--- src/rtl/uart_tx.sv ---
// UART transmitter: 8 data bits LSB first, optional odd/even parity, 1 or 2 stop bits.
// state   | meaning
// S_IDLE  | line high, ready for a new byte
// S_START | start bit (low)
// S_DATA  | 8 data bits, LSB first
// S_PAR   | parity bit (only when PARITY != 0)
// S_STOP  | STOP_BITS stop bits (high), done on the final cycle
module uart_tx #(
    parameter int CLKS_PER_BIT = 217,
    parameter int PARITY       = 0,
    parameter int STOP_BITS    = 1
) (
    input  logic       i_clock,
    input  logic       i_rst_n,
    input  logic       i_tx_dv,
    input  logic [7:0] i_tx_byte,
    output logic       o_tx_ready,
    output logic       o_tx_uart,
    output logic       o_tx_active,
    output logic       o_tx_done
);

    localparam int CW = (CLKS_PER_BIT > 1) ? $clog2(CLKS_PER_BIT) : 1;
    localparam logic [CW-1:0] CNT_LAST = CW'(CLKS_PER_BIT - 1);
    localparam logic [CW-1:0] CNT_PRE  = CW'(CLKS_PER_BIT - 2);
    localparam logic STOP_LAST = (STOP_BITS == 2);

    typedef enum logic [2:0] {S_IDLE, S_START, S_DATA, S_PAR, S_STOP} state_t;

    state_t        state;
    logic [CW-1:0] cnt;
    logic [2:0]    idx;
    logic [7:0]    shreg;
    logic          par_bit;
    logic          stop_idx;
    logic          bit_end;

    assign bit_end = (cnt == CNT_LAST);

    always_ff @(posedge i_clock) begin
        if (!i_rst_n) begin
            state       <= S_IDLE;
            cnt         <= '0;
            idx         <= '0;
            shreg       <= '0;
            par_bit     <= 1'b0;
            stop_idx    <= 1'b0;
            o_tx_uart   <= 1'b1;
            o_tx_ready  <= 1'b1;
            o_tx_active <= 1'b0;
            o_tx_done   <= 1'b0;
        end else begin
            o_tx_done <= 1'b0;
            if (state != S_IDLE) begin
                cnt <= bit_end ? '0 : cnt + CW'(1);
            end
            case (state)
                S_IDLE: begin
                    if (i_tx_dv) begin
                        state       <= S_START;
                        shreg       <= i_tx_byte;
                        // parity is fixed at acceptance so later byte changes cannot leak in
                        par_bit     <= (PARITY == 1) ? ~(^i_tx_byte) : ^i_tx_byte;
                        cnt         <= '0;
                        idx         <= '0;
                        stop_idx    <= 1'b0;
                        o_tx_uart   <= 1'b0;
                        o_tx_active <= 1'b1;
                        o_tx_ready  <= 1'b0;
                    end
                end
                S_START: begin
                    if (bit_end) begin
                        state     <= S_DATA;
                        o_tx_uart <= shreg[0];
                    end
                end
                S_DATA: begin
                    if (bit_end) begin
                        if (idx == 3'd7) begin
                            if (PARITY != 0) begin
                                state     <= S_PAR;
                                o_tx_uart <= par_bit;
                            end else begin
                                state     <= S_STOP;
                                o_tx_uart <= 1'b1;
                            end
                        end else begin
                            idx       <= idx + 3'd1;
                            shreg     <= {1'b0, shreg[7:1]};
                            o_tx_uart <= shreg[1];
                        end
                    end
                end
                S_PAR: begin
                    if (bit_end) begin
                        state     <= S_STOP;
                        o_tx_uart <= 1'b1;
                    end
                end
                S_STOP: begin
                    // set one cycle early so the registered pulse lands on the last stop cycle
                    if (cnt == CNT_PRE && stop_idx == STOP_LAST) begin
                        o_tx_done <= 1'b1;
                    end
                    if (bit_end) begin
                        if (stop_idx == STOP_LAST) begin
                            state       <= S_IDLE;
                            o_tx_ready  <= 1'b1;
                            o_tx_active <= 1'b0;
                        end else begin
                            stop_idx <= 1'b1;
                        end
                    end
                end
                default: state <= S_IDLE;
            endcase
        end
    end

endmodule

--- config.mk ---
export PLATFORM = sky130hd
export DESIGN_NAME = uart_tx
export DESIGN_NICKNAME = d
export VERILOG_FILES = /design/src/rtl/uart_tx.sv
export SDC_FILE = /design/constraint.sdc
export NUM_CORES = 1
export LEC_CHECK = 0
export ABC_CLOCK_PERIOD_IN_PS = 2000
export CAP_MARGIN = 15
export CORE_MARGIN = 4
export CORE_UTILIZATION = 30
export DETAILED_ROUTE_END_ITERATION = 8
export PLACE_DENSITY = 0.58
export SYNTH_ARGS = -nofsm -noshare
export SYNTH_HDL_FRONTEND = slang
export SYNTH_SLANG_ARGS = --single-unit
export TNS_END_PERCENT = 1
--- constraint.sdc ---
create_clock -name i_clock -period 2 [get_ports i_clock]
set_input_delay 0.4 -clock i_clock [delete_from_list [all_inputs] [get_ports i_clock]]
set_output_delay 0.4 -clock i_clock [all_outputs]
set_load 0.02 [all_outputs]
==> key figures <==
Status
  • Outcome: finished clean

Clocking
  • H-tree depth: 1
  • Setup Fix Bufs, Post-CTS: 0
  • Clk root buf: clkbuf_8
  • Worst skew pair latency: between 0.2 and 0.3 ns
  • CTS tree: done
  • Hold_buf cts: 0
  • CTS resizes: 0
  • CTS buffer count: 3
  • Reg clk slew, reported paths: 0.09 ns
  • Clk buf depth: 2
  • Sink Count: 26

STA
  • RSZ-0062 raised after global routing: false
  • Tmin final: 1.75 ns
  • Final hold slack: between 0.4 and 0.5 ns
  • F_max: between 500 and 600 MHz
  • Crit share post-route: 0.874
  • Fin Setup TNS: 0 ns
  • Tightest Pin Transition: 0.503 ns
  • Hold Violations, Final: 0
  • Worst slew margin: 0.665
  • Worst Clk Skew: 0.00557 ns
  • Endpoints failing setup: 0
  • Max Slew Vio Count: 0

Logic synthesis
  • Cells after Synth: between 100 and 150
  • Top_reg_cell synth: dfxtp_1
  • Synthesized area per cell: just under 9 um2
  • Mapped Nets: 164
  • Warnings from Yosys: 0
  • Ys async rst share: 0
  • Distinct cells, synth: around 40
  • Sequential share of the synthesized area: 0.402
  • FF+latch count, synth: 26
  • Post-synth EDFFs: 0
  • Synthesized cell area: approximately 1300 um2

Worst setup path
  • Worst path cell trace: inv_1, ha_1, and3b_1, a21oi_1, nand2b_1, a311oi_1
  • WP data required: 2.18 ns
  • Worst path bufs/invs: 1
  • Crit-path slowest cell: a21oi_1
  • CP max FO: 6
  • Critical path type: flip-flop to flip-flop
  • CP top delay family: compound AO/OA/AOI/OAI gates
  • Startpoint Class: flip-flop
  • Worst Path Arrival: 1.93 ns
  • Highest cell delay on the worst timing path: around 0.45 ns
  • Critical path capture point type: flip-flop

Global routing
  • First-pass GRT wire length: 4.51 mm
  • Total gr overflow: 0
  • Vias in the first global route: 994
  • Total GRT Usage: 0.104
  • Pin count of the biggest net entering global routing: 18
  • Antenna violations before repair: 0

Route
  • WL/cell: 12.9 um
  • Met2 Wirelength: between 1 and 1.5 mm
  • Vias/cell: 5.21
  • Wl on met1: 1.39 mm
  • 1st-pass router iterations: 4
  • Final ANT Viol Nets: 0
  • Number of remaining DRC errors: 0
  • Metal3 WL: 92 um
  • Top sig layer: met4
  • Initial DRC count: 76
  • Vias: 1116
  • Final wirelength: 2.75 mm

Layout
  • Final-stage net count: 181
  • Final std cells w/o fill: approximately 210
  • Proportion of layout cells with a drive suffix above 1: 0.0976
  • Layout area overhead: 19.1%
  • Design Area, Final: 1540 um2
  • Antenna Diode Count: 0

Placed design
  • Placed Cells: ~210
  • RePlAce Congestion: 0.823
  • Final HPWL from detailed placement: 1.98 mm
  • Post-DP Area: 1500 um2
  • Port Buffers: 14

Floorplan
  • Die area: between 5000 and 6000 um2
  • DIE WIDTH: about 74 um
  • Core area: 4090 um2
  • Die H: 73.7 um
  • Top Ports: 15
  • Initial Util: 0.317
  • Rows: 23

Power and ir drop
  • Sequential Power Share: 0.573
  • Peak VDD IR: 0.239 mV
  • Sw Ratio: 0.241
  • Clock power share: 0.295
  • Total power: 0.965 mW
  • Lkg Pwr: approximately 0.54 nW
  • Power Internal: 0.732 mW
  • Pwr dens: 625 nW/um2
  • Sw power: 0.233 mW
  • Comb pwr share: 0.132

Hold path
  • HP Class: flip-flop to flip-flop

Job
  • Max cap viols: 0
[Yosys cell counts, drive strengths merged (2+ instances only)]
cell type | number | area [um2]
dfxtp | 26 | 521
nand2 | 14 | 52.6
a21oi | 11 | 55.1
nor2 | 9 | 33.8
o31ai | 8 | 60.1
mux2i | 7 | 70.1
nand4 | 7 | 43.8
nand3 | 6 | 30.0
o21ai | 6 | 30.0
buf | 5 | 32.5
nor3 | 5 | 36.3
clkbuf | 4 | 16.3
ha | 4 | 50.1
nand2b | 4 | 25.0
o21a | 4 | 30.0
or3 | 3 | 18.8
a31oi | 2 | 12.5
and3 | 2 | 12.5
inv | 2 | 7.51
nand4b | 2 | 17.5
nor4 | 2 | 12.5
or2 | 2 | 12.5
[flip-flops by register name, indices dropped and copies added, names as in the netlist]
name / flops
shreg: 8
o_tx_done: 1
state: 3
cnt: 8
o_tx_uart: 1
idx: 3
o_tx_ready: 1
o_tx_active: 1
[layout make-up]
| class | count | area, um2 |
|---|---|---|
| inverters | 3 | 11.3 |
| well taps | 50 | 62.6 |
| repair buffers | 21 | 193 |
| multi-input cells | 111 | 716 |
| clock buffers | 3 | 41.3 |
| fillers | 420 | 2540 |
| flip-flops and latches | 26 | 520 |
[layout by cell type, fill, tap and decap left out, drive strengths merged, types with 2 or more instances in the layout]
cell type	n
nor4	2
o21ai	6
ha	4
a31oi	2
nand2	14
clkbuf	3
nand4	7
mux2i	7
o31ai	8
nor2	9
inv	2
nand4b	2
clkdlybuf4s50	14
o21a	4
and3	2
nand3	6
nand2b	4
or2	2
or3	3
nor3	5
buf	7
a21oi	11
dfxtp	26
[kinds of logic after synthesis]
| group | synth area share |
|---|---|
| compound gates | 0.175 |
| xor+xnor | 0.00676 |
| fa+ha+maj | 0.0386 |
| buf+inv | 0.0463 |
| flops | 0.402 |
| mux | 0.0627 |
| simple gates | 0.269 |
[metal layers]
layer  GRT usage  vias to the layer above
met3      0.0137                        2
li1            -                      580
met5           0                        -
met2       0.156                       13
met4      0.0362                        0
met1       0.151                      521
[power groups by stage]
stage / Combinational [mW] / Sequential, mW / Clock, mW
after detailed placement: 0.127 / 0.566 / 0
after floorplan: 0.0741 / 0.566 / 0
after CTS: 0.128 / 0.554 / 0.303
final: 0.127 / 0.553 / 0.285
after global placement: 0.126 / 0.565 / 0
after global routing: 0.139 / 0.557 / 0.318
[stage by stage]
step,setup WS [ns],util
6_report,0.252,0.378
5_1_grt,0.117,0.378
3_5_place_dp,0.274,0.368
3_3_place_gp,0.289,0.368
2_1_floorplan,0.437,-
4_1_cts,0.261,0.378
[path summary, 6_finish.rpt]
path	startpoint	endpoint	slack, ns	depth (start not counted)
min reg2reg	shreg[5]$_SDFFE_PN0P_	shreg[5]$_SDFFE_PN0P_	0.47	2
max	cnt[0]$_SDFF_PN0_	cnt[4]$_SDFF_PN0_	0.25	6
min	shreg[5]$_SDFFE_PN0P_	shreg[5]$_SDFFE_PN0P_	0.47	2
max reg2reg	cnt[0]$_SDFF_PN0_	cnt[4]$_SDFF_PN0_	0.25	6
[worst register-to-register path: stages (launching register included)]
cell and delay, ns:
dfxtp_1 0.37, inv_1 0.08, ha_1 0.19, and3b_1 0.23
a21oi_1 0.45, nand2b_1 0.10, a311oi_1 0.26
Power figures use the tool's default switching activity.
